[src/rtl/switch_word_loader.sv]
// rtl/switch_word_loader.sv - front-panel hex word entry and RAM load write handshake
//
// Purpose: conditions two raw push buttons (digit, commit), assembles a 32-bit
// word one hex nibble at a time from sw_nibble, and on commit issues a write
// to the RAM load port at an auto-incrementing word address.
//
// Ports:
//   clock, reset      single clock domain, synchronous active-high reset
//   key_digit_n       raw active-low button, shifts sw_nibble into word_out
//   key_commit_n      raw active-low button, writes word_out to RAM
//   sw_nibble [3:0]   hex digit sampled on the digit press pulse
//   wr_ready          RAM accepts on an edge where wr_en && wr_ready
//   wr_en             write request, held until accepted
//   wr_addr [ADDR_W]  word address of the current/next write
//   wr_data [31:0]    word being written, stable while wr_en = 1
//   word_out [31:0]   word under construction, for display
//   digit_count [3:0] nibbles entered since last clear, saturates at 8
//   busy              high while a write is outstanding

module switch_word_loader #(
    parameter int DEBOUNCE_CYCLES = 16,
    parameter int ADDR_W          = 8
) (
    input  logic              clock,
    input  logic              reset,
    input  logic              key_digit_n,
    input  logic              key_commit_n,
    input  logic [3:0]        sw_nibble,
    input  logic              wr_ready,
    output logic              wr_en,
    output logic [ADDR_W-1:0] wr_addr,
    output logic [31:0]       wr_data,
    output logic [31:0]       word_out,
    output logic [3:0]        digit_count,
    output logic              busy
);

    localparam logic [15:0] DB_LAST = 16'(DEBOUNCE_CYCLES - 1);

    // Index 0 = digit key, index 1 = commit key.
    logic [1:0]  raw_n;
    logic [1:0]  sync1;
    logic [1:0]  sync2;
    logic [1:0]  db;
    logic [1:0]  db_d;
    logic [1:0]  pulse;
    logic [15:0] stable_cnt [2];

    assign raw_n = {key_commit_n, key_digit_n};

    always_ff @(posedge clock) begin
        if (reset) begin
            sync1         <= 2'b11;
            sync2         <= 2'b11;
            db            <= 2'b11;
            db_d          <= 2'b11;
            pulse         <= 2'b00;
            stable_cnt[0] <= 16'd0;
            stable_cnt[1] <= 16'd0;
        end else begin
            sync1 <= raw_n;
            sync2 <= sync1;
            db_d  <= db;
            // Falling edge of the debounced level, registered once more so the
            // press pulse is a clean one-cycle flop output.
            pulse <= db_d & ~db;
            for (int k = 0; k < 2; k++) begin
                if (sync2[k] != db[k]) begin
                    if (stable_cnt[k] == DB_LAST) begin
                        db[k]         <= sync2[k];
                        stable_cnt[k] <= 16'd0;
                    end else begin
                        stable_cnt[k] <= stable_cnt[k] + 16'd1;
                    end
                end else begin
                    stable_cnt[k] <= 16'd0;
                end
            end
        end
    end

    typedef enum logic {
        IDLE  = 1'b0,
        WRITE = 1'b1
    } state_t;

    state_t            state, state_next;
    logic [ADDR_W-1:0] addr_next;
    logic [31:0]       data_next;
    logic [31:0]       word_next;
    logic [3:0]        count_next;

    always_ff @(posedge clock) begin
        if (reset) begin
            state       <= IDLE;
            wr_addr     <= '0;
            wr_data     <= 32'd0;
            word_out    <= 32'd0;
            digit_count <= 4'd0;
        end else begin
            state       <= state_next;
            wr_addr     <= addr_next;
            wr_data     <= data_next;
            word_out    <= word_next;
            digit_count <= count_next;
        end
    end

    always_comb begin
        state_next = state;
        addr_next  = wr_addr;
        data_next  = wr_data;
        word_next  = word_out;
        count_next = digit_count;
        case (state)
            IDLE: begin
                // Commit has priority; a digit pulse in the same cycle is dropped.
                if (pulse[1]) begin
                    data_next  = word_out;
                    state_next = WRITE;
                end else if (pulse[0]) begin
                    word_next  = {word_out[27:0], sw_nibble};
                    count_next = (digit_count >= 4'd8) ? 4'd8 : digit_count + 4'd1;
                end
            end
            WRITE: begin
                // Key pulses are ignored here, not queued.
                if (wr_ready) begin
                    state_next = IDLE;
                    addr_next  = wr_addr + ADDR_W'(1);
                    word_next  = 32'd0;
                    count_next = 4'd0;
                end
            end
            default: state_next = IDLE;
        endcase
    end

    // The state register itself drives these, so they remain flop outputs.
    assign busy  = (state == WRITE);
    assign wr_en = (state == WRITE);

endmodule

[config.mk]
export PLATFORM = sky130hd
export DESIGN_NAME = switch_word_loader
export DESIGN_NICKNAME = d
export VERILOG_FILES = /design/src/rtl/switch_word_loader.sv
export SDC_FILE = /design/constraint.sdc
export NUM_CORES = 1
export LEC_CHECK = 0
export BUFFER_PORTS_ARGS = -buffer_cell sky130_fd_sc_hd__clkbuf_2
export CAP_MARGIN = 10
export CORE_ASPECT_RATIO = 0.5
export CORE_UTILIZATION = 39
export DETAILED_ROUTE_END_ITERATION = 6
export GPL_ROUTABILITY_DRIVEN = 0
export SYNTH_ARGS = -nofsm -noshare
export SYNTH_HDL_FRONTEND = slang
export SYNTH_SLANG_ARGS = --single-unit
export TNS_END_PERCENT = 30
[constraint.sdc]
create_clock -name clock -period 1.7 [get_ports clock]
set_input_delay 0.085 -clock clock [delete_from_list [all_inputs] [get_ports clock]]
set_output_delay 0.085 -clock clock [all_outputs]
set_load 0.005 [all_outputs]
**Yosys cells after proc, flatten, opt, wreduce, memory -nomap -nowiden**

Memories as Yosys holds them, arrays and structs flattened.
Cells that the tools add are included.

- Bits in registers: 87
- Bits in writable memories: 32
- Input bits: 9
- Memories: 1

Memories:

| memory | depth | bits a word | rd ports | clocked after Yosys merged registers in | wr ports | RTL line | source |
|---|---|---|---|---|---|---|---|
| stable_cnt | 2 | 16 | 2 | 0 | 2 | 47 | `logic [15:0] stable_cnt [2];` |

- Add/subtract/negate cells: 4
- Magnitude comparators: 1
- Eq/ne operators: 7
- Muxes and demuxes: 42
- Bitwise operators: 9
- Reductions and logical operators: 5

Operators by type and width:

| cell | count |
|---|---|
| $mux W16 | 6 |
| $mux W32 | 3 |
| $pmux W32 S2 | 1 |
| $add A16 B1 Y16 const B | 2 |
| $eq A16 B4 Y1 const B | 2 |
| $mux W1 | 26 |
| $mux W4 | 4 |
| $add A8 B1 Y8 const B | 1 |
| $pmux W4 S2 | 1 |
| $reduce_and A2 Y1 | 4 |
| $ne A2 B2 Y1 const B | 3 |
| $or A1 B1 Y1 | 6 |
| $add A4 B1 Y4 const B | 1 |
| $ge A4 B4 Y1 const B | 1 |
| $reduce_and A3 Y1 | 1 |
| $and A2 B2 Y2 | 1 |
| $ne A1 B1 Y1 | 2 |
| $not A2 Y2 | 1 |
| $pmux W1 S2 | 1 |
| $not A1 Y1 | 1 |

**Depth between registers and ports, before layout**

Gate-level depths: netlist of the first run.

- Word-level depth: 8
- Mapped depth: 6
- Gate-level depth less buffers: 5

**Least setup slack after synthesis of the first run**

Ideal clock, no wire load.

- Path kind: register to register
- From: mem stable_cnt[0][0]
- To: mem stable_cnt[0][10], data pin
- Setup time: 0.257 ns
- Arrival: 1.316 ns
- Setup slack: 0.127 ns
- Cell stages (with the launch flop): 7
- Buffers on the path: 1
- Clock period less this slack: 1.573 ns
- Cells stage by stage: edfxtp_1 -> ha_1 -> and3_1 -> nand4_1 -> nand2_1 -> buf_2 -> nor2_1

RTL lines:

| item | RTL line |
|---|---|
| from (decl) | 47 |

==> results of run 1 <==
==> per-layer routing <==
metal	share of wire, %	wire length [um]
met5	0	0
met4	0.56	61
met3	3.6	391
met2	48	5199
met1	48	5148
==> Yosys cell counts (all sizes together), types with 2 or more instances <==
master	instances	area share (%)
and3	4	0.51
dfxtp	87	36
clkbuf	19	1.5
xnor2	27	4.9
or2	6	0.77
nand2	109	8.4
nor2	50	3.9
nor3	10	1.0
a31oi	2	0.26
nand2b	2	0.26
ha	5	1.3
edfxtp	32	20
inv	12	0.92
xor2	9	1.6
nor4	15	1.9
nand4	12	1.8
a211o	2	0.36
nand3	43	4.6
a21oi	67	6.9
buf	13	1.7
==> through the flow <==
stage / power, mW / std cells
2_1_floorplan: 3.128 / 569
3_3_place_gp: 3.199 / 824
3_5_place_dp: 3.200 / 824
4_1_cts: 6.741 / 863
5_1_grt: 6.913 / 864
6_report: 6.677 / 864
==> worst max-delay path: cells and delay by family (launching register included) <==
family,cells,cell delay (ps)
AND/OR/NAND/NOR,3,630
XOR/XNOR,1,170
flip-flops,1,390
adder cells (fa/ha/maj),1,220
==> registers in the layout, summed over array words and instances, names as in the netlist <==
register     count
db               2
pulse            2
sync1            2
digit_count      4
wr_addr          8
sync2            2
wr_data         32
stable_cnt      32
db_d             2
busy             1
word_out        32
==> layout make-up <==
class                           instances  area share (%)
Clock buffer                           26           8.208
Clock inverter                          6          0.9077
Inverter                               12          0.6952
Multi-Input combinational cell        406           32.70
Sequential cell                       119           41.71
Tap cell                              165           3.187
Timing Repair Buffer                  130           12.59
==> report_power, final <==
group,switching [mW],internal [mW],leakage (nW)
combinational,0.0978,0.0825,1.21
sequential,0.0325,2.95,1.03
clock,1.22,2.30,0.291
==> worst max path at each step <==
stage	startpoint	to	slack [ps]	cells after the start
after floorplan	stable_cnt[0][0]	stable_cnt[0][10]	130	6
after global placement	stable_cnt[1][4]	stable_cnt[1][2]	110	5
after detailed placement	stable_cnt[1][0]	stable_cnt[1][14]	60	5
after CTS	stable_cnt[1][0]	stable_cnt[1][14]	40	5
after global routing	stable_cnt[1][0]	stable_cnt[1][14]	-100	5
final	stable_cnt[1][0]	stable_cnt[1][14]	50	5
==> cell families (layout without fill, tap and decap cells) <==
logic type / count (synthesis) / count (layout) / synth area share, %
other: 1 / 32 / 0.07699
multiplexers: 1 / 1 / 0.2055
flip-flops: 119 / 119 / 55.48
adder cells (fa/ha/maj): 5 / 5 / 1.284
XOR/XNOR: 36 / 36 / 6.473
AO/OA/AOI/OAI: 74 / 74 / 7.963
AND/OR/NAND/NOR: 258 / 258 / 24.43
buffers and inverters: 44 / 174 / 4.084
==> repair_timing <==
| action | CTS | global route |
|---|---|---|
| buffers inserted | 0 | 1 |
| hold buffers | 7 | 0 |
| hold endpoints to repair | 7 | 0 |
| gates resized for setup | 0 | 5 |
| setup endpoints to repair | 0 | 17 |
==> reports/results.ini, run 1 <==
[outcome]
outcome = complete, no violations

[clock_network]
cts_tree = yes
clock-sinks = 119
ctsHtreeMaxLevel = 4
cts_root_buffer = clkbuf_16
cts_buffer_depth = 2
path_clk_slew_ps = 60
clk_latency_ps = 400
cts_inserted_buffers = 17

[worst_setup_path]
cp.arrival_ps = 1800
r2r-end = stable_cnt[1][14]
critPathMaxStageDelay_ps = 400
critPathSlowestCell = nor4_1
critPathKind = flip-flop to flip-flop
reg2reg_from = stable_cnt[1][0]
worstPathCellList = ha_1 -> nand3_1 -> nor4_1 -> xnor2_1 -> nor2_1
start_kind = flip-flop
reg2reg_depth = 5
path_max_fanout = 4
worst_ep_required_time_ps = 1860
cp-end-kind = flip-flop
reg2reg_slack_ps = 50

[sta]
fin_skew_ps = 11.34
final.setup.tns_ps = 0
hold_violations = 0
timing.final.ws_setup_ps = 54.44
period_needed_ps = 1646
timing.hold.ws_ps = 27.43
rsz0062_at_grt = yes
slew_viol_final = 0
timing.fmax_mhz = 607.7
setup_viol = 0
min_period_over_period_pct = 96.80

[synthesis]
yosysSeqAreaShare_pct = 55.48
netlist_instances = 538
synth_cell_types = 36
ys_ff_latch = 119
post_synth.cell_area_avg_um2 = 9.054
netlist_area_um2 = 4871
synth_edf_count = 32
yosysWarnings = 0
async_flop_share_pct = 0
synth_ff_type = dfxtp_1

[floorplan]
die_h_um = 81.03
die_w_um = 160.0
rows = 28
core_um2 = 11980
initial_core_util_pct = 40.65
pin_count = 87
die-area_um2 = 12970

[final_layout]
num-fill-cells = 1131
antenna_cells = 0
regArea_um2 = 2703
final_cell_mix = nand2_1, dfxtp_1, clkbuf_2
final_util_pct = 54.07
num-nets-final = 700
drive_gt1_share_pct = 24.03
final_common_cell = nand2_1
final_area_um2 = 6479
area_growth_pct = 33.01
multiInputGateArea_um2 = 2118

[global_routing]
gr-usage-all-layers_pct = 17.65
gr-usage-met1_pct = 21.67
antenna_found_initial = 0
use_met2_pct = 29.35
grt_pass1_wl_um = 18200
grt_pass1_vias = 3829
grtUsageMet3_pct = 4.801
grt.overflow.total = 0
busiest_layer = met2
grt_max_degree = 42

[placement]
io_buffer_count = 86
place_area_um2 = 5787
place_ws_ps = 64.18
dp_hpwl_um = 7309

[route]
drtIter0Drc = 202
ant_nets = 0
drc = 0
via_per_inst = 4.779
post_drt_wl_per_cell_um = 12.50
wl_um = 10800
vias = 4129
firstDrtPassIters = 4

[worst_hold_path]
whs_path_depth = 2
hold_class = input pin to flip-flop
hold-path-endpoint = db[1]
worstHoldStart = reset

[job]
maxCapViolCount = 0

[power_and_ir_drop]
peakVddDrop_v = 0.0006780
total_leakage_power_nw = 2.529
power_density_nw_per_um2 = 1031

(Power assumes the default switching activity.)
==> run 2, diff against run 1 <==
Settings changed: REMOVE_ABC_BUFFERS set to 1.
==> reports/results.ini, run 2 (synthesized netlist as in run 1, its figures left out) <==
[global_routing]
gr-usage-all-layers_pct = 17.31  ; -0.34 points
grt_max_degree = 78  ; +86%
grt_pass1_wl_um = 17590  ; -3.3%
busiest_layer = met2
grt.overflow.total = 0  ; unchanged
grt_pass1_vias = 3616  ; -5.6%
grtUsageMet3_pct = 5.567  ; +0.77 points
antenna_found_initial = 0  ; unchanged
use_met2_pct = 26.65  ; -2.7 points
gr-usage-met1_pct = 22.66  ; +0.99 points

[clock_network]
path_clk_slew_ps = 60  ; about the same
ctsHtreeMaxLevel = 4  ; unchanged
cts_buffer_depth = 2  ; unchanged
cts_inserted_buffers = 17  ; unchanged
post_cts_buffers = 0  ; unchanged
clock-sinks = 119  ; unchanged
cts_root_buffer = clkbuf_16
clk_latency_ps = 410  ; about the same
cts_tree = yes

[sta]
hold_violations = 0  ; unchanged
min_period_over_period_pct = 94.01  ; -2.8 points
timing.hold.ws_ps = 38.90  ; +11.47 ps
period_needed_ps = 1598  ; -47.41 ps
timing.fmax_mhz = 625.7  ; +3.0%
final.setup.tns_ps = 0  ; unchanged
setup_viol = 0  ; unchanged
fin_skew_ps = 8.849  ; -2.491 ps
slew_viol_final = 0  ; unchanged

[route]
firstDrtPassIters = 4  ; unchanged
drtIter0Drc = 243  ; +20%
via_per_inst = 4.809  ; +0.63%
wl_um = 10950  ; +1.4%
ant_nets = 0  ; unchanged
post_drt_wl_per_cell_um = 12.76  ; +2.1%
drc = 0  ; unchanged
vias = 4126  ; -0.073%

[placement]
dpl.cell_count = 820  ; -0.49%
io_buffer_count = 86  ; unchanged
dp_hpwl_um = 6976  ; -4.5%
place_area_um2 = 5769  ; -0.30%

[power_and_ir_drop]
clkPwrFrac_pct = 53.9  ; +1.2 points
switching_share_pct = 20.62  ; +0.42 points
p_int_mw = 5.430  ; +1.9%
total_leakage_power_nw = 2.514  ; -0.60%
p_total_mw = 6.840  ; +2.4%
pwr-share-comb_pct = 2.5  ; -0.2 points
peakVddDrop_v = 0.0006470  ; -4.6%
power_density_nw_per_um2 = 1053  ; +2.2%
p_switching_mw = 1.410  ; +4.6%
seqPwrFrac_pct = 43.6  ; -1.0 points

[worst_setup_path]
critPathKind = flip-flop to flip-flop
reg2reg_from = stable_cnt[1][0]
cp-end-kind = flip-flop
cpLargestDelayFamily = simple AND/OR/NAND/NOR gates
endpoint = stable_cnt[1][12]
crit_start = stable_cnt[1][0]
worst_ep_required_time_ps = 1870  ; about the same
path_max_fanout = 4  ; unchanged
reg2reg_slack_ps = 100  ; +50 ps
worst-path-stages = 5  ; unchanged
path_buf_inv = 0  ; unchanged
start_kind = flip-flop
critPathSlowestCell = edfxtp_1
cp.arrival_ps = 1760  ; -40 ps
reg2reg_depth = 5  ; unchanged
critPathMaxStageDelay_ps = 380  ; -20 ps
r2r-end = stable_cnt[1][12]
worstPathCellList = ha_2 -> nand3_1 -> nor4_2 -> xnor2_1 -> nor2_1

[final_layout]
final_cell_mix = nand2_1, dfxtp_1, clkbuf_2
fin_cells = 858  ; -0.69%
largestRegisters = stable_cnt x32, word_out x32, wr_data x32
area_growth_pct = 33.37
num-nets-final = 695  ; -0.71%
antenna_cells = 0  ; unchanged
drive_gt1_share_pct = 24.10  ; +0.064 points
final_common_cell = nand2_1
final_area_um2 = 6496  ; +0.27%

[outcome]
outcome = complete, no violations

[job]
maxCapViolCount = 0  ; unchanged

[floorplan]
die-area_um2 = 12970  ; unchanged
core_um2 = 11980  ; unchanged
pin_count = 87  ; unchanged
die_h_um = 81.03  ; unchanged
die_w_um = 160.0  ; unchanged
rows = 28  ; unchanged
initial_core_util_pct = 40.65  ; unchanged

[worst_hold_path]
hold_class = input pin to flip-flop
worstHoldStart = reset

[run 2: layer usage]
metal	vias up	wire, um
li1	2095	-
met1	1924	5359
met5	-	0
met4	0	141
met3	18	513
met2	89	4931
[run 2: timing repair]
item / CTS / global route
resized for setup: 0 / 7
hold buffers: 7 / 0
hold endpoints to repair: 7 / 0
setup endpoints to repair: 0 / 18
[run 2: worst reg2reg max path: stages (launching register included)]
cell	delay (ps)
edfxtp_1	380
ha_2	230
nand3_1	190
nor4_2	360
xnor2_1	160
nor2_1	50
[run 2: power groups by stage]
stage	Clock, mW	Sequential (mW)	Combinational [mW]
2_1_floorplan	0	3.04	0.0634
3_5_place_dp	0	3.04	0.152
6_report	3.69	2.98	0.170
3_3_place_gp	0	3.04	0.153
4_1_cts	3.75	2.98	0.167
5_1_grt	3.89	2.98	0.189
[run 2: worst min path at each step]
stage / slack, ps / cells after the start / to
floorplan: 150 / 1 / busy
global placement: 280 / 2 / sync1[1]
detailed placement: 270 / 2 / sync1[0]
CTS: 30 / 2 / wr_data[30]
global route: 60 / 2 / word_out[30]
finish: 40 / 2 / word_out[30]
[run 2: layout make-up]
type | instances | area, um2
fillers | 1116 | 5485
repair buffers | 125 | 790.8
clock buffers | 21 | 504.2
multi-input cells | 406 | 2133
flip-flops and latches | 119 | 2703
inverters | 12 | 45.04
well taps | 165 | 206.4
clock inverters | 10 | 113.9
[run 2: per-stage QoR]
stage	worst slack [ps]	utilization, %
global route	-0.6684	54.22
floorplan	-190.7	-
finish	101.9	54.22
detailed placement	83.26	48.15
global placement	120.1	48.15
CTS	75.11	53.90
==> run 3, diff against run 2 <==
Settings changed: CELL_PAD_IN_SITES_DETAIL_PLACEMENT set to 1, CELL_PAD_IN_SITES_GLOBAL_PLACEMENT set to 1, CORE_UTILIZATION 39 to 38, PLACE_DENSITY_LB_ADDON set to 0.1.
==> reports/results.ini, run 3 (synthesized netlist as in run 1, its figures left out) <==
[clock_network]
cts_tree = yes
ctsHtreeMaxLevel = 4  ; unchanged
cts_inserted_buffers = 17  ; unchanged
clk_latency_ps = 410  ; about the same
cts_buffer_depth = 2  ; unchanged
path_clk_slew_ps = 60  ; about the same
cts_root_buffer = clkbuf_16
clock-sinks = 119  ; unchanged

[worst_setup_path]
start_kind = flip-flop
cp-end-kind = flip-flop
critPathKind = flip-flop to flip-flop
worstPathCellList = nor4_2 -> nand4_1 -> buf_4 -> and3_1
path_buf_inv = 1  ; +1
critPathMaxStageDelay_ps = 480  ; +100 ps
worst_ep_required_time_ps = 1870  ; about the same
cp.arrival_ps = 1780  ; +20 ps
cpLargestDelayFamily = simple AND/OR/NAND/NOR gates
path_max_fanout = 4  ; unchanged
critPathSlowestCell = edfxtp_1

[power_and_ir_drop]
peakVddDrop_v = 0.0005639  ; -13%
total_leakage_power_nw = 2.523  ; +0.34%
power_density_nw_per_um2 = 1050  ; -0.25%

[final_layout]
drive_gt1_share_pct = 25.47  ; +1.4 points
area_growth_pct = 34.06
num-nets-final = 696  ; +0.14%
num-fill-cells = 1449  ; +30%
final_common_cell = nand2_1
multiInputGateArea_um2 = 2188  ; +2.6%
final_area_um2 = 6530  ; +0.52%
regArea_um2 = 2703  ; unchanged
antenna_cells = 0  ; unchanged
largestRegisters = stable_cnt x32, word_out x32, wr_data x32
final_cell_mix = nand2_1, dfxtp_1, clkbuf_2
final_util_pct = 53.72  ; -0.50 points

[sta]
rsz0062_at_grt = yes
fin_skew_ps = 9.056  ; +0.2070 ps
period_needed_ps = 1612  ; +13.90 ps
slew_viol_final = 0  ; unchanged
setup_viol = 0  ; unchanged
hold_violations = 0  ; unchanged
timing.fmax_mhz = 620.3  ; -0.86%
final.setup.tns_ps = 0  ; unchanged
timing.hold.ws_ps = 22.92  ; -15.98 ps
min_period_over_period_pct = 94.83  ; +0.82 points
timing.final.ws_setup_ps = 87.95  ; -13.90 ps

[floorplan]
pin_count = 87  ; unchanged
rows = 28  ; unchanged
die-area_um2 = 13300  ; +2.6%
die_h_um = 82.06  ; +1.3%
die_w_um = 162.1  ; +1.3%
core_um2 = 12160  ; +1.5%
initial_core_util_pct = 40.07  ; -0.59 points

[route]
via_per_inst = 4.929  ; +2.5%
vias = 4239  ; +2.7%
wl_um = 12640  ; +15%
ant_nets = 0  ; unchanged
firstDrtPassIters = 5  ; +1
drc = 0  ; unchanged
drtIter0Drc = 174  ; -28%
post_drt_wl_per_cell_um = 14.70  ; +15%

[global_routing]
grt_max_degree = 69  ; -12%
grt_pass1_vias = 4170  ; +15%
gr-usage-all-layers_pct = 19.66  ; +2.3 points
grt.overflow.total = 0  ; unchanged
antenna_found_initial = 0  ; unchanged
grt_pass1_wl_um = 20180  ; +15%

[worst_hold_path]
hold_class = input pin to flip-flop

[placement]
dp_hpwl_um = 8115  ; +16%
place_area_um2 = 5749  ; -0.35%
io_buffer_count = 86  ; unchanged
place_ws_ps = 23.14  ; -60.12 ps

[job]
maxCapViolCount = 0  ; unchanged

[outcome]
outcome = complete, no violations

==> run 3: cell types whose count changed in the layout (fill, tap and decap cells not counted), moves of 2 or more <==
cell	previous run	this run
buf_4	28	30
clkinv_2	3	1
clkbuf_16	20	17
nor4_2	5	8
inv_4	1	3
inv_6	0	2
nor4_1	10	6
==> run 3: what timing repair did <==
action | 4_1_cts | 5_1_grt
setup buffers | 0 | 2
endpoints found under the setup margin | 15 | 34
gates resized for setup | 1 | 16
hold endpoints to repair | 7 | 0
hold buffers | 7 | 0
pin swaps | 0 | 5
==> run 3: worst register-to-register path, cell delays in order, from the launching register on <==
cell      delay, ps
edfxtp_1        480
nor4_2          330
nand4_1         200
buf_4           200
and3_1          170
==> run 3: where the power goes <==
group	internal, mW	switching [mW]	leakage [nW]
Sequential	2.95	0.0419	1.03
Combinational	0.0785	0.0993	1.20
Clock	2.32	1.37	0.292
==> run 3: metrics by stage <==
stage               instances  total power, mW
global route              860            7.081
finish                    860            6.858
detailed placement        819            3.198
CTS                       858            6.933
floorplan                 537            3.102
global placement          819            3.193
==> run 3: cell type report <==
class / count / share of cell area (%)
clock buffers: 18 / 6.572
clock inverters: 14 / 2.644
inverters: 12 / 0.6898
multi-input cells: 406 / 33.51
flip-flops and latches: 119 / 41.39
well taps: 165 / 3.162
repair buffers: 126 / 12.03
==> run 3: final timing paths <==
path,start,endpoint,slack [ps],depth (start not counted)
max,stable_cnt[0][9],stable_cnt[0][1],90,4
min,reset,digit_count[1],20,2
max reg2reg,stable_cnt[0][9],stable_cnt[0][1],90,4
min reg2reg,db_d[0],pulse[0],410,2
==> run 3: metal layers <==
metal  wire length (um)  GRT usage [%]
met5                  0              0
met3                434          4.646
met2               6288          34.85
met1               5761          23.10
met4                155          8.774
